<file path="config.mk">
export PLATFORM = sky130hd
export DESIGN_NAME = timestep_scheduler
export DESIGN_NICKNAME = d
export VERILOG_FILES = /design/src/rtl/timestep_scheduler_pkg.sv /design/src/rtl/timestep_scheduler_tag_fifo.sv /design/src/rtl/timestep_scheduler.sv
export SDC_FILE = /design/constraint.sdc
export NUM_CORES = 1
export LEC_CHECK = 0
export CAP_MARGIN = 20
export CORE_UTILIZATION = 47
export CTS_BUF_LIST = sky130_fd_sc_hd__clkbuf_4 sky130_fd_sc_hd__clkbuf_8
export CTS_CLUSTER_SIZE = 16
export DETAILED_ROUTE_END_ITERATION = 8
export GPL_TIMING_DRIVEN = 0
export SYNTH_ARGS = -nofsm -noshare
export SYNTH_HDL_FRONTEND = slang
export SYNTH_HIERARCHICAL = 1
export SYNTH_SLANG_ARGS = --single-unit
</file>
<file path="constraint.sdc">
create_clock -name clk -period 3.2 [get_ports clk]
set_input_delay 0.32 -clock clk [delete_from_list [all_inputs] [get_ports clk]]
set_output_delay 0.32 -clock clk [all_outputs]
set_load 0.01 [all_outputs]
</file>
<file path="src/rtl/timestep_scheduler_pkg.sv">
// Shared types and constants for the timestep scheduler.
// Sequencer state encodings and the CIM state codes it observes.
package timestep_scheduler_pkg;

   localparam int NUMWIDTH_DEF = 16;
   localparam int TAGBITS_DEF  = 6;
   localparam int NRN_LAT_DEF  = 4;
   localparam int STEPBITS_DEF = 16;

   typedef enum logic [2:0] {
      ST_IDLE,
      ST_UPDATE,
      ST_FLUSH,
      ST_DRAIN,
      ST_SWAP_REQ,
      ST_SWAP_WAIT
   } sched_state_e;

   typedef enum logic [1:0] {
      CIM_WAIT_TAG       = 2'b00,
      CIM_FETCH_WEIGHT   = 2'b01,
      CIM_COMPUTE_I_NEXT = 2'b11,
      CIM_SWAP           = 2'b10
   } cim_state_e;

   // Spikes arriving once the sweep has flushed belong to a finished sweep.
   function automatic logic is_late_state(sched_state_e s);
      return (s == ST_DRAIN) || (s == ST_SWAP_REQ) || (s == ST_SWAP_WAIT);
   endfunction

endpackage

</file>
<file path="src/rtl/timestep_scheduler_tag_fifo.sv">
// Show-ahead, count-based FIFO of fired neuron tags.
// A push on a full FIFO is only accepted when a pop frees a slot the same cycle.
module tag_fifo
   import timestep_scheduler_pkg::*;
#(
   parameter int width = TAGBITS_DEF,
   parameter int depth = 2 ** TAGBITS_DEF
) (
   input  logic             clk,
   input  logic             asyn_reset,
   input  logic             push_i,
   input  logic [width-1:0] data_i,
   input  logic             pop_i,
   output logic [width-1:0] head_o,
   output logic             empty_o,
   output logic             drop_o
);

   localparam int AW = (depth > 1) ? $clog2(depth) : 1;
   localparam int CW = $clog2(depth + 1);
   localparam logic [AW-1:0] PTR_LAST = AW'(depth - 1);
   localparam logic [CW-1:0] CNT_FULL = CW'(depth);

   logic [width-1:0] mem_q [depth];
   logic [AW-1:0]    wr_q, wr_d;
   logic [AW-1:0]    rd_q, rd_d;
   logic [CW-1:0]    cnt_q, cnt_d;
   logic             do_pop;
   logic             do_push;

   assign empty_o = (cnt_q == '0);
   assign head_o  = mem_q[rd_q];
   assign do_pop  = pop_i && !empty_o;
   assign do_push = push_i && ((cnt_q != CNT_FULL) || do_pop);
   assign drop_o  = push_i && !do_push;

   // Advance pointers with wrap and track occupancy.
   always_comb begin
      wr_d  = wr_q;
      rd_d  = rd_q;
      cnt_d = cnt_q;
      if (do_push) wr_d = (wr_q == PTR_LAST) ? '0 : wr_q + 1'b1;
      if (do_pop)  rd_d = (rd_q == PTR_LAST) ? '0 : rd_q + 1'b1;
      if (do_push && !do_pop)      cnt_d = cnt_q + 1'b1;
      else if (do_pop && !do_push) cnt_d = cnt_q - 1'b1;
   end

   // Pointer and count registers.
   always_ff @(posedge clk or posedge asyn_reset) begin
      if (asyn_reset) begin
         wr_q  <= '0;
         rd_q  <= '0;
         cnt_q <= '0;
      end else begin
         wr_q  <= wr_d;
         rd_q  <= rd_d;
         cnt_q <= cnt_d;
      end
   end

   // Tag storage; contents are only observed while not empty.
   always_ff @(posedge clk) begin
      if (do_push) mem_q[wr_q] <= data_i;
   end

endmodule

</file>
<file path="src/rtl/timestep_scheduler.sv">
// Sequences one timestep: current sweep, flush, spike drain, swap.
// Fired tags are buffered for CIM in a show-ahead FIFO.
module timestep_scheduler
   import timestep_scheduler_pkg::*;
#(
   parameter int numwidth    = NUMWIDTH_DEF,
   parameter int tagbits     = TAGBITS_DEF,
   parameter int numneurons  = 2 ** tagbits,
   parameter int nrn_latency = NRN_LAT_DEF,
   parameter int stepbits    = STEPBITS_DEF
) (
   input  logic                clk,
   input  logic                asyn_reset,
   input  logic                step_req,
   output logic                step_done,
   output logic [stepbits-1:0] step_count,
   output logic [tagbits-1:0]  i_tag,
   input  logic [numwidth:0]   i_in,
   output logic                nrn_i_valid,
   output logic [tagbits-1:0]  nrn_tag,
   output logic [numwidth:0]   nrn_i,
   input  logic                spike_valid,
   input  logic [tagbits-1:0]  spike_tag,
   output logic [tagbits-1:0]  fired_tag,
   output logic                fifo_empty,
   input  logic                req_deq,
   input  logic                cim_busy,
   input  logic [1:0]          cim_state,
   output logic                swap,
   output logic                overflow,
   output logic                late_spike
);

   localparam int FW = $clog2(nrn_latency + 2);
   localparam logic [tagbits-1:0] TAG_LAST = tagbits'(numneurons - 1);
   localparam logic [FW-1:0] FLUSH_LAST = FW'(nrn_latency);

   sched_state_e        state_q, state_d;
   logic [tagbits-1:0]  tag_q, tag_d;
   logic [FW-1:0]       flush_q, flush_d;
   logic                seen_q, seen_d;
   logic                done_q, done_d;
   logic [stepbits-1:0] steps_q, steps_d;
   logic                nvalid_q, nvalid_d;
   logic [tagbits-1:0]  ntag_q, ntag_d;
   logic                ovf_q, ovf_d;
   logic                late_q, late_d;
   logic                drop;

   tag_fifo #(
      .width (tagbits),
      .depth (numneurons)
   ) u_fifo (
      .clk        (clk),
      .asyn_reset (asyn_reset),
      .push_i     (spike_valid),
      .data_i     (spike_tag),
      .pop_i      (req_deq),
      .head_o     (fired_tag),
      .empty_o    (fifo_empty),
      .drop_o     (drop)
   );

   assign step_done   = done_q;
   assign step_count  = steps_q;
   assign i_tag       = tag_q;
   assign nrn_i_valid = nvalid_q;
   assign nrn_tag     = ntag_q;
   assign nrn_i       = i_in;
   assign overflow    = ovf_q;
   assign late_spike  = late_q;

   // Next-state logic, swap strobe and sticky error flags.
   always_comb begin
      state_d  = state_q;
      tag_d    = tag_q;
      flush_d  = flush_q;
      seen_d   = seen_q;
      done_d   = 1'b0;
      steps_d  = steps_q;
      swap     = 1'b0;
      nvalid_d = (state_q == ST_UPDATE);
      ntag_d   = tag_q;
      ovf_d    = ovf_q | drop;
      late_d   = late_q | (spike_valid && is_late_state(state_q));
      unique case (state_q)
         ST_IDLE: begin
            if (step_req) begin
               state_d = ST_UPDATE;
               tag_d   = '0;
            end
         end
         ST_UPDATE: begin
            tag_d = (tag_q == TAG_LAST) ? '0 : tag_q + 1'b1;
            if (tag_q == TAG_LAST) begin
               state_d = ST_FLUSH;
               flush_d = '0;
            end
         end
         ST_FLUSH: begin
            if (flush_q == FLUSH_LAST) state_d = ST_DRAIN;
            else flush_d = flush_q + 1'b1;
         end
         ST_DRAIN: begin
            if (fifo_empty && !spike_valid && !cim_busy)
               state_d = ST_SWAP_REQ;
         end
         ST_SWAP_REQ: begin
            swap    = 1'b1;
            seen_d  = 1'b0;
            state_d = ST_SWAP_WAIT;
         end
         ST_SWAP_WAIT: begin
            if (cim_state == CIM_SWAP) seen_d = 1'b1;
            if (seen_q && !cim_busy) begin
               state_d = ST_IDLE;
               done_d  = 1'b1;
               steps_d = steps_q + 1'b1;
            end
         end
         default: state_d = ST_IDLE;
      endcase
   end

   // Sequencer registers.
   always_ff @(posedge clk or posedge asyn_reset) begin
      if (asyn_reset) begin
         state_q  <= ST_IDLE;
         tag_q    <= '0;
         flush_q  <= '0;
         seen_q   <= 1'b0;
         done_q   <= 1'b0;
         steps_q  <= '0;
         nvalid_q <= 1'b0;
         ntag_q   <= '0;
         ovf_q    <= 1'b0;
         late_q   <= 1'b0;
      end else begin
         state_q  <= state_d;
         tag_q    <= tag_d;
         flush_q  <= flush_d;
         seen_q   <= seen_d;
         done_q   <= done_d;
         steps_q  <= steps_d;
         nvalid_q <= nvalid_d;
         ntag_q   <= ntag_d;
         ovf_q    <= ovf_d;
         late_q   <= late_d;
      end
   end

endmodule
</file>
==> summary.txt <==
Run status
  – Status: complete, but fails checks
  – Violated checks: negative setup slack

Synth
  – Synth cell count leaders: edfxtp_1 (384), nor2_1 (86), mux4_2 (75)
  – Ys async rst share: 13.12%
  – Dominant cells by area after synthesis: edfxtp_1 (64%), mux4_2 (9.3%), dfrtp_1 (8.0%)
  – Post-synthesis cell count: 1,043
  – Most numerous cell in the Yosys netlist: edfxtp_1
  – Mapped Nets: 1,087
  – Cell area after synthesis: 18,120 sq um
  – Syn. warnings: 6
  – EDFF count, synth: 384
  – Avg Cell Area, Syn: 17.37 sq um
  – Seq/Total Area, Yosys: 71.64%
  – Synthesized flop and latch total: 442
  – Ys flop type: edfxtp_1
  – Top cell type's share of synthesized area: 63.63%
  – Leading area contributor after synthesis: edfxtp_1
  – Synth unique cells: 62

Pwr
  – Net Sw Frac: 31.28%
  – Max rail drop VDD: 391.8 uV
  – Reg power frac: 39.3%
  – Net load switching power: 5.415 mW
  – Cell Int Power: 11.90 mW
  – Clock power frac: 29.6%
  – Power density cells: 806.0 nW/um^2
  – Combinational share of power: 31.1%
  – Leakage: 7.355 nW
  – Final Power: 17.31 mW

Finish
  – Area grow syn2layout: 18.53%
  – Design Area, Final: 21,480 sq um
  – Final net count: 1,245
  – Inserted Diodes: 0
  – Layout cell share with drive strength beyond 1: 25.87%
  – # fillers: 3,043

Timing
  – Count of final hold-check violations: 0
  – Minimum clock period: 3202 ps
  – Skew final: 23.35 ps
  – Fmax: 312.3 MHz
  – Slew Limit Headroom: 40.30%
  – Tcrit/Tclk final: 100.1%
  – Slew @ Worst Pin: 890.8 ps
  – Setup ws final: -1.614 ps
  – RSZ-0062 raised after global routing: yes
  – Setup violators final: 1
  – Final Slew Violations: 0

Die
  – Initial core utilization: 47.88%
  – Die X: 198.4 um
  – IO Count: 88
  – Area of the core: 37,840 sq um
  – Die H: 198.4 um
  – DIE AREA: 39,340 sq um
  – Row count: 71

Worst setup path
  – Crit path kind: reg2out
  – Worst EP arrival: 2880 ps
  – CP Data Required Time: 2880 ps
  – Crit path capture type: primary output
  – Critical path fanouts, max: 5
  – CP startpoint kind: register

GRT
  – First-pass GRT wire length: 62.04 mm
  – Vias in the first global route: 9,935
  – Gr busiest metal: met2
  – Met2 Usage GRT: 33.02%
  – Global-route usage over all layers: 21.72%
  – Largest net degree at the start of global routing: 49
  – Met1 Resource Use GR: 31.36%
  – M3 GR Usage: 4.326%
  – Aggregate global routing overflow: 0
  – Initial antenna violation count: 0

Placed design
  – IO Port Bufs: 70
  – Post-placement setup slack: -884.4 ps
  – HPWL after DPL: 27.04 mm
  – Gp weighted congestion: 0.9442
  – Placed cell area: 19,550 sq um

Routing
  – Initial DRC count: 824
  – Remaining DRCs: 0
  – Routed Antenna Nets: 0
  – Via-to-Cell Ratio: 5.597
  – Vias: 9,912
  – Final wirelength: 40.98 mm
  – Drt pass-1 iters: 5
  – WL/cell: 23.14 um

Job
  – Max_cap viols: 0

Worst hold path
  – Hold crit path type: in2reg

Clocking
  – CTS tree: built
  – CTS Hold Bufs: 0
  – Max H-tree Level: 3
  – TritonCTS Sinks: 442
  – CTS Buffer Depth: 3
  – Clock root buffer: clkbuf_8
  – Worst-skew pair later-pin latency: 600 ps
  – Clk pin slew, worst setup/hold paths: 60 ps
  – Total CTS buffers: 73
layout make-up:
type                    count  area (sq um)  area share (%)
well taps                 511         639.4           2.977
flip-flops and latches    442         12980           60.45
clock buffers             109          1350           6.285
clock inverters            25         185.2          0.8621
plain buffers              68         545.5           2.540
inverters                  20         77.57          0.3612
repair buffers             84         868.3           4.043
multi-input cells         512          4830           22.48
per-stage QoR:
step                      TNS [ps]  util (%)  instances  hold slack (ps)
after floorplan                  0         -       1043            271.1
after global placement      -17410     51.43       1624            467.5
after detailed placement    -18800     51.66       1630            465.7
after CTS                   -26.96     56.51       1767            113.6
after global routing        -111.2     56.76       1771            143.0
final                       -1.614     56.76       1771            155.4
power groups by stage:
| stage | clock, mW | sequential (mW) | combinational (mW) |
|---|---|---|---|
| after global placement | 0 | 6.90 | 4.89 |
| after global routing | 5.52 | 6.84 | 5.72 |
| after CTS | 5.24 | 6.80 | 5.30 |
| after floorplan | 0 | 6.89 | 3.18 |
| final | 5.12 | 6.80 | 5.39 |
| after detailed placement | 0 | 6.90 | 4.93 |
per-layer routing:
layer	vias up	wire, um
li1	4436	-
met1	5097	18280
met2	317	19020
met3	62	2751
met4	0	939
met5	-	0
worst max-delay path, cell delays in order, from the launching register on:
cell and delay [ps]:
dfrtp_2 460, buf_12 160, buf_12 110, mux4_2 520
mux2_2 310, o211ai_1 400, a2bb2oi_2 150, clkbuf_2 160
what timing repair did:
item                                    4_1_cts  5_1_grt
buffers inserted                              4        3
pin swaps                                     9        7
gates resized for setup                      68       19
gates cloned                                  0        1
endpoints found under the setup margin       10        8
cells in the final DEF, fill, tap and decap left out, drive strengths merged, types with 16 or more instances in the layout:
cell type | Yosys | final
buf | 55 | 72
clkbuf | 14 | 130
clkdlybuf4s50 | 0 | 58
clkinv | 2 | 22
dfrtp | 58 | 58
edfxtp | 384 | 384
inv | 18 | 19
mux2i | 56 | 56
mux4 | 75 | 75
nand2 | 53 | 53
nor2 | 86 | 86
o21ai | 16 | 16
xnor2 | 20 | 20
final timing paths:
kind                            slack, ps  depth (start not counted)                  end             from
worst max-delay path                   -2                          7         fired_tag[2]   u_fifo/rd_q[0]
worst min-delay path                  160                          1  u_fifo/mem_q[31][4]     spike_tag[4]
worst max register to register        100                         12      u_fifo/cnt_q[5]  u_fifo/cnt_q[1]
worst min register to register        470                          1       step_count[15]   step_count[15]
max in group asynchronous            2370                          2       u_fifo/rd_q[0]       asyn_reset
min in group asynchronous             220                          2           flush_q[0]       asyn_reset
sequential cells by signal, summed over array words and instances, names as in the netlist:
name          flops
u_fifo/wr_q       6
nrn_tag           6
u_fifo/rd_q       6
flush_q           3
step_done         1
i_tag             6
late_spike        1
u_fifo/cnt_q      7
nrn_i_valid       1
step_count       16
overflow          1
state_q           3
seen_q            1
u_fifo/mem_q    384
cells by family after synthesis:
family / synth area share (%)
xor gates and xnor gates: 1.208
AOI/OAI and AO/OA: 4.640
adders and majority gates: 0.9390
buffers and inverters: 2.872
muxes: 12.91
and+or+nand+nor: 5.786
DFF: 71.64
Power figures use the tool's default switching activity.
